### config.mk
export PLATFORM = sky130hd
export DESIGN_NAME = pipeline_ctrl
export DESIGN_NICKNAME = d
export VERILOG_FILES = /design/src/rtl/pipeline_ctrl.sv
export SDC_FILE = /design/constraint.sdc
export NUM_CORES = 1
export LEC_CHECK = 0
export BUFFER_PORTS_ARGS = -buffer_cell sky130_fd_sc_hd__buf_4
export CORE_MARGIN = 5
export CORE_UTILIZATION = 43
export CTS_BUF_LIST = sky130_fd_sc_hd__clkbuf_4 sky130_fd_sc_hd__clkbuf_8
export CTS_CLUSTER_DIAMETER = 40
export DETAILED_ROUTE_END_ITERATION = 10
export GPL_TIMING_DRIVEN = 1
export PLACE_DENSITY = 0.87
export SLEW_MARGIN = 20
export SYNTH_ARGS = -nofsm -noshare
export SYNTH_HDL_FRONTEND = slang
export SYNTH_SLANG_ARGS = --single-unit
export TNS_END_PERCENT = 5
### constraint.sdc
create_clock -name CLK -period 3.1 [get_ports CLK]
set_clock_uncertainty 0.1 [all_clocks]
set_input_delay 0.31 -clock CLK [delete_from_list [all_inputs] [get_ports CLK]]
set_output_delay 0.31 -clock CLK [all_outputs]
set_load 0.01 [all_outputs]
### src/rtl/pipeline_ctrl.sv
// pipeline_ctrl: central sequencing controller for the 5-stage MIPS pipeline.
// Drives the register enables and flushes of IF/ID, ID/EX, EX/MEM and MEM/WB,
// PC write enable and select, branch-predictor updates and the halt-drain FSM.
// Event priority: data wait > halt entry > mispredict > load-use > fetch miss > normal.
// Optional performance counters are built when the macro PIPE_PERF_CNT_EN is defined.
module pipeline_ctrl #(
  parameter int IDX_W = 3
`ifdef PIPE_PERF_CNT_EN
  , parameter int CNT_W = 32
`endif
) (
  input  logic             CLK,
  input  logic             nRST,
  input  logic             ihit,
  input  logic             dhit,
  input  logic             exmem_memrd,
  input  logic             exmem_memwr,
  input  logic [1:0]       exmem_bra,
  input  logic             exmem_zero,
  input  logic             exmem_predict,
  input  logic [IDX_W-1:0] exmem_index,
  input  logic             exmem_halt,
  input  logic             idex_memrd,
  input  logic [4:0]       idex_rt,
  input  logic [4:0]       ifid_rs,
  input  logic [4:0]       ifid_rt,
  input  logic             ifid_valid,
  output logic             pc_en,
  output logic [1:0]       pc_sel,
  output logic             ifid_en,
  output logic             idex_en,
  output logic             exmem_en,
  output logic             memwb_en,
  output logic             ifid_flush,
  output logic             idex_flush,
  output logic             exmem_flush,
  output logic             bp_wen,
  output logic [IDX_W-1:0] bp_index,
  output logic             bp_taken,
  output logic             halt,
  output logic             imemren
`ifdef PIPE_PERF_CNT_EN
  , output logic [CNT_W-1:0] cyc_cnt
  , output logic [CNT_W-1:0] stall_cnt
  , output logic [CNT_W-1:0] flush_cnt
  , output logic [CNT_W-1:0] mispred_cnt
`endif
);

  typedef enum logic [1:0] {
    RUN    = 2'd0,
    DRAIN  = 2'd1,
    HALTED = 2'd2
  } state_e;

  localparam logic [1:0] SEL_SEQ    = 2'b00;
  localparam logic [1:0] SEL_TARGET = 2'b01;
  localparam logic [1:0] SEL_FALL   = 2'b10;

  state_e state_q, state_d;
  logic   halt_q, halt_d;
  logic   redir_q, redir_d;

  logic dstall;
  logic taken;
  logic mispred;
  logic loadUse;

  logic       pcEnC;
  logic [1:0] pcSelC;
  logic       ifidEnC, idexEnC, exmemEnC, memwbEnC;
  logic       ifidFlushC, idexFlushC, exmemFlushC;
  logic       bpWenC;
  logic       imemrenC;

  // Hazard detection terms shared by the sequencing logic.
  always_comb begin
    dstall  = (exmem_memrd | exmem_memwr) & ~dhit;
    taken   = ((exmem_bra == 2'b10) & exmem_zero) |
              ((exmem_bra == 2'b01) & ~exmem_zero);
    mispred = (exmem_bra != 2'b00) & (taken != exmem_predict);
    loadUse = idex_memrd & (idex_rt != 5'd0) & ifid_valid &
              ((idex_rt == ifid_rs) | (idex_rt == ifid_rt));
  end

  // Next-state and prioritised pipeline control for the current cycle.
  always_comb begin
    state_d     = state_q;
    halt_d      = halt_q;
    redir_d     = redir_q;
    pcEnC       = 1'b0;
    pcSelC      = SEL_SEQ;
    ifidEnC     = 1'b1;
    idexEnC     = 1'b1;
    exmemEnC    = 1'b1;
    memwbEnC    = 1'b1;
    ifidFlushC  = 1'b0;
    idexFlushC  = 1'b0;
    exmemFlushC = 1'b0;
    bpWenC      = 1'b0;
    imemrenC    = 1'b1;

    case (state_q)
      RUN: begin
        if (dstall) begin
          ifidEnC  = 1'b0;
          idexEnC  = 1'b0;
          exmemEnC = 1'b0;
          memwbEnC = 1'b0;
        end else if (exmem_halt) begin
          imemrenC    = 1'b0;
          ifidFlushC  = 1'b1;
          idexFlushC  = 1'b1;
          exmemFlushC = 1'b1;
          redir_d     = 1'b0;
          state_d     = DRAIN;
        end else begin
          bpWenC = (exmem_bra != 2'b00);
          if (mispred) begin
            pcEnC       = 1'b1;
            pcSelC      = taken ? SEL_TARGET : SEL_FALL;
            ifidFlushC  = 1'b1;
            idexFlushC  = 1'b1;
            exmemFlushC = 1'b1;
            redir_d     = ~ihit;
          end else if (loadUse) begin
            ifidEnC    = 1'b0;
            idexFlushC = 1'b1;
          end else if (~ihit) begin
            ifidFlushC = 1'b1;
          end else if (redir_q) begin
            ifidFlushC = 1'b1;
            redir_d    = 1'b0;
          end else begin
            pcEnC = 1'b1;
          end
        end
      end
      DRAIN: begin
        ifidEnC  = 1'b0;
        idexEnC  = 1'b0;
        exmemEnC = 1'b0;
        memwbEnC = 1'b0;
        imemrenC = 1'b0;
        halt_d   = 1'b1;
        state_d  = HALTED;
      end
      HALTED: begin
        ifidEnC  = 1'b0;
        idexEnC  = 1'b0;
        exmemEnC = 1'b0;
        memwbEnC = 1'b0;
        imemrenC = 1'b0;
      end
      default: begin
        state_d = RUN;
      end
    endcase
  end

  // While reset is held the pipeline registers are enabled with no flush or update.
  always_comb begin
    pc_en       = nRST & pcEnC;
    pc_sel      = nRST ? pcSelC : SEL_SEQ;
    ifid_en     = ~nRST | ifidEnC;
    idex_en     = ~nRST | idexEnC;
    exmem_en    = ~nRST | exmemEnC;
    memwb_en    = ~nRST | memwbEnC;
    ifid_flush  = nRST & ifidFlushC;
    idex_flush  = nRST & idexFlushC;
    exmem_flush = nRST & exmemFlushC;
    bp_wen      = nRST & bpWenC;
    bp_index    = exmem_index;
    bp_taken    = taken;
    imemren     = ~nRST | imemrenC;
    halt        = halt_q;
  end

  // FSM state, sticky halt flag and pending-redirect flag.
  always_ff @(posedge CLK or negedge nRST) begin
    if (!nRST) begin
      state_q <= RUN;
      halt_q  <= 1'b0;
      redir_q <= 1'b0;
    end else begin
      state_q <= state_d;
      halt_q  <= halt_d;
      redir_q <= redir_d;
    end
  end

`ifdef PIPE_PERF_CNT_EN
  logic runCycle, stallEvent, flushEvent, mispredEvent;

  // Classify the current cycle for the performance counters.
  always_comb begin
    runCycle     = (state_q == RUN);
    stallEvent   = dstall | (~exmem_halt & ~mispred & (loadUse | ~ihit));
    flushEvent   = ifidFlushC | idexFlushC | exmemFlushC;
    mispredEvent = ~dstall & ~exmem_halt & mispred;
  end

  // Saturating counters that only advance while the pipeline is running.
  always_ff @(posedge CLK or negedge nRST) begin
    if (!nRST) begin
      cyc_cnt     <= '0;
      stall_cnt   <= '0;
      flush_cnt   <= '0;
      mispred_cnt <= '0;
    end else if (runCycle) begin
      if (cyc_cnt != '1)
        cyc_cnt <= cyc_cnt + CNT_W'(1);
      if (stallEvent && stall_cnt != '1)
        stall_cnt <= stall_cnt + CNT_W'(1);
      if (flushEvent && flush_cnt != '1)
        flush_cnt <= flush_cnt + CNT_W'(1);
      if (mispredEvent && mispred_cnt != '1)
        mispred_cnt <= mispred_cnt + CNT_W'(1);
    end
  end
`endif

endmodule

* After elaboration in Yosys (flattened, before gate mapping)
Index checks and enable logic that the tools add are counted.
** Cells by class
- Bitwise operators :: 24
- Equality and inequality tests :: 10
- Muxes and demuxes :: 49
- Reduce and logical (&&, ||, !) cells :: 7
** Operators by type and width (count)
- $mux W1 :: 37
- $mux W2 :: 8
- $and A1 B1 Y1 :: 12
- $eq A5 B5 Y1 :: 2
- $not A1 Y1 :: 6
- $or A1 B1 Y1 :: 6
- $pmux W1 S2 :: 3
- $pmux W2 S3 :: 1
- $reduce_bool A5 Y1 :: 1
- $eq A2 B1 Y1 const B :: 2
- $eq A2 B2 Y1 const B :: 2
- $ne A2 B2 Y1 const B :: 2
- $reduce_and A4 Y1 :: 1
- $ne A3 B3 Y1 const B :: 1
- $reduce_and A3 Y1 :: 1
- $reduce_bool A3 Y1 :: 1
- $logic_not A2 Y1 :: 1
- $reduce_bool A2 Y1 :: 1
- $reduce_or A2 Y1 :: 1
- $ne A1 B1 Y1 :: 1
** Word-level totals
- Bits in registers :: 4
- Bits of input ports :: 31
- Output and inout bits :: 17
- Word-level logic and storage cells :: 93

* Logic depth before layout (Yosys ltp)
- Word-level depth :: 10
- Depth in mapped cells :: 7
- Mapped depth without buffers :: 7

* Worst setup path before layout
Ideal clock, no wire load.
- Kind :: reg2out
- Start point :: register state_q[0]
- End point :: output port ifid_en
- Arrival :: 1592 ps
- Path slack :: 1098 ps
- Data required time :: 2690 ps
- Buffers on the path :: 0
- Cell stages (with the launch flop) :: 6
- Cell sequence :: dfrtp_1 inv_1 ha_1 nor2b_1 o21ai_0 o41a_1
** On the way
- Cells in the longest elaborated chain, start to end :: 4
- Elaborated cells between the ends (all ways) :: 6
- Those cells by class :: 2 x eq/ne; 1 x mux; 1 x bitwise; 2 x reduce/logical
** RTL lines
- start: declaration :: RTL line 60 : state_e state_q, state_d;
- start signal: assignment :: RTL line 186 : state_q <= state_d;
- $eq A2 B2 Y1 or $eq A2 B1 Y1 (tied branches) :: RTL line 103 : case (state_q)
- $reduce_or A2 Y1 (no line)
- $pmux W1 S2 * :: RTL line 103
- $or A1 B1 Y1 * :: RTL line 165 : ifid_en = ~nRST | ifidEnC;
- end: declaration :: RTL line 30 : output logic ifid_en,
Mark *: on every way between the ends. The rest lies on a longest branch, timed or not.

* Worst setup path after layout
Ends and elaborated chain as after synthesis.

==> metrics.csv <==
metric,value,unit
period_share,0.7520,
num_rows,13,
track_usage,0.1670,
drive_above_1_share,0.4118,
grt_first_pass_wirelength,2739,um
cts_setup_buffers,0,
drt-initial-drc-count,8,
worstHoldPathType,input port to async pin,
cts_resized,0,
critical_path.max_fanout,4,
gr-usage-met2,0.2914,
yosys_register_bits,4,
syn_inst,79,
finalWeightedCongestion,0.8619,
core_area,1318,um2
drc,0,
syn_area,608.1,um2
path_clk_slew,40,ps
antenna_left,0,
via_per_inst,5.291,
cts.htree.levels,1,
cts_hold_buffers,1,
syn-mean-instance-area,7.697,um2
antenna_found_initial,0,
io_buffers,41,
status,finished clean,
grt_most_used_layer,met2,
worstSetupStartpointType,flop,
grt.met1_usage,0.1933,
powerDensity,465.2,nW/um2
synth_cell_types,28,
async_reset_ff_frac,1.000,
grt_pass1_vias,669,
cap_violations,0,
peakVddDrop,0.4165,mV
drv_slew,0,
met3_usage,0.06767,
vias,709,
ys_seq_area_frac,0.1646,
dieArea,2266,um2
cts_tree,built,
total_power,0.4325,mW
dp_hpwl,1468,um
pin_count,48,
min_period,2331,ps
multi_input_area,451.7,um2
final_nets,157,
clk_path_buf_depth,2,
rsz0062_at_grt,false,
grt_max_degree,9,
n_antenna_cell,0,
syn_to_final_growth,52.88,%
fmax,428.9,MHz
start_util,0.4615,
cts-buffers-inserted,3,
clkLatencyLatePin,240,ps
die_w,47.61,um
grt_overflow,0,
hold_viol,0,
seq_area,100.1,um2
finalSetupTns,0,ps
die_h,47.61,um
relSlewSlack,0.6412,
tightest_slew,532.5,ps
final_cells,134,
cts_sinks,4,
clock_tree.root_cell,clkbuf_4,
first_pass_iters,4,
drt-total-wl,1732,um
end_kind,output pin,
yosysWarnings,0,
synth_ff_type,dfrtp_1,
dp_cells,130,
critical_path_class,flop to output pin,
post_drt_wl_per_cell,12.93,um
synthesis.nets,115,
leakagePower,0.4392,nW
fill_cells,120,
synth_edf_count,0,
crit_arrival,1920,ps
setup_viol,0,
worstPathRequired,2690,ps
final timing paths:
kind	cells past startpoint	end	slack [ps]	start
setup / recovery	6	ifid_en	770	state_q[0]
setup reg to reg	7	state_q[1]	1620	state_q[0]
hold / removal	2	state_q[0]	320	nRST
max in group asynchronous	2	halt	2460	nRST
hold reg to reg	1	halt	360	halt
min in group CLK	4	redir_q	320	ihit
flip-flops by register name (all words and copies together) (netlist names):
signal	flops
halt	1
state_q	2
redir_q	1
cells in the mapped netlist, types with 3 or more instances:
library cell / n / share of area
nor2_1: 6 / 0.037
o21ai_0: 9 / 0.074
inv_1: 5 / 0.031
a21oi_1: 4 / 0.033
dfrtp_1: 4 / 0.16
and3_1: 3 / 0.031
nand2_1: 6 / 0.037
xnor2_1: 10 / 0.14
nand3_1: 3 / 0.025
buf_4: 5 / 0.062
ha_1: 5 / 0.10
power by group:
part | switching (mW) | total [mW] | internal, mW
Combinational | 0.150 | 0.288 | 0.138
Sequential | 0.00945 | 0.0784 | 0.0689
Clock | 0.0231 | 0.0665 | 0.0434
Total | 0.182 | 0.433 | 0.250
per-stage QoR:
| step | hold WS (ps) | cell area, um2 | setup WS, ps | utilization |
|---|---|---|---|---|
| floorplan | -85.59 | 608.1 | 1098 | - |
| global placement | 22.00 | 897.1 | 1035 | 0.6809 |
| detailed placement | 22.72 | 897.1 | 1013 | 0.6809 |
| CTS | 315.0 | 929.6 | 747.1 | 0.7056 |
| global route | 326.8 | 929.6 | 547.1 | 0.7056 |
| finish | 319.2 | 929.6 | 768.7 | 0.7056 |
metal layers:
| metal | up-vias | wire, um |
|---|---|---|
| li1 | 354 | - |
| met2 | 40 | 818 |
| met1 | 313 | 639 |
| met5 | - | 0 |
| met4 | 0 | 9 |
| met3 | 2 | 264 |
critical path: stages (launching register included):
cell and delay (ps):
dfrtp_1 390, inv_1 130, ha_1 250, nor2b_1 140
o21ai_0 420, o41a_1 240, buf_4 120
cell type report:
cell class	count	area share
Inverter	5	0.02019
Multi-Input combinational cell	65	0.4859
Clock buffer	3	0.02423
Tap cell	15	0.02019
Sequential cell	4	0.1077
Timing Repair Buffer	42	0.3419
layout by cell type, fill, tap and decap left out:
cell,netlist,final
a21oi_1,4,4
a22o_2,1,1
and3_1,3,3
and3b_1,1,1
buf_4,5,41
clkbuf_4,0,3
dfrtp_1,4,4
dlygate4sd3_1,0,1
ha_1,5,5
inv_1,5,5
mux2_2,1,1
nand2_1,6,6
nand3_1,3,3
nand4_1,1,1
nor2_1,6,6
nor2b_1,2,2
nor3_1,1,1
nor3b_1,1,1
o2111ai_2,1,1
o211ai_1,1,1
o21a_1,1,1
o21ai_0,9,9
o21bai_1,1,1
o22ai_2,1,1
o2bb2ai_1,1,1
o41a_1,1,1
or2_2,1,1
or3_1,2,2
or4_1,1,1
xnor2_1,10,10
cell families after synthesis:
group,Yosys count,synth area share
buf+inv,10,0.09260
mux,1,0.01852
compound gates,21,0.2387
flops,4,0.1646
fa+ha+maj,5,0.1029
simple gates,28,0.2387
xor+xnor,10,0.1440
Note: power is estimated with default switching activity, not from simulation.
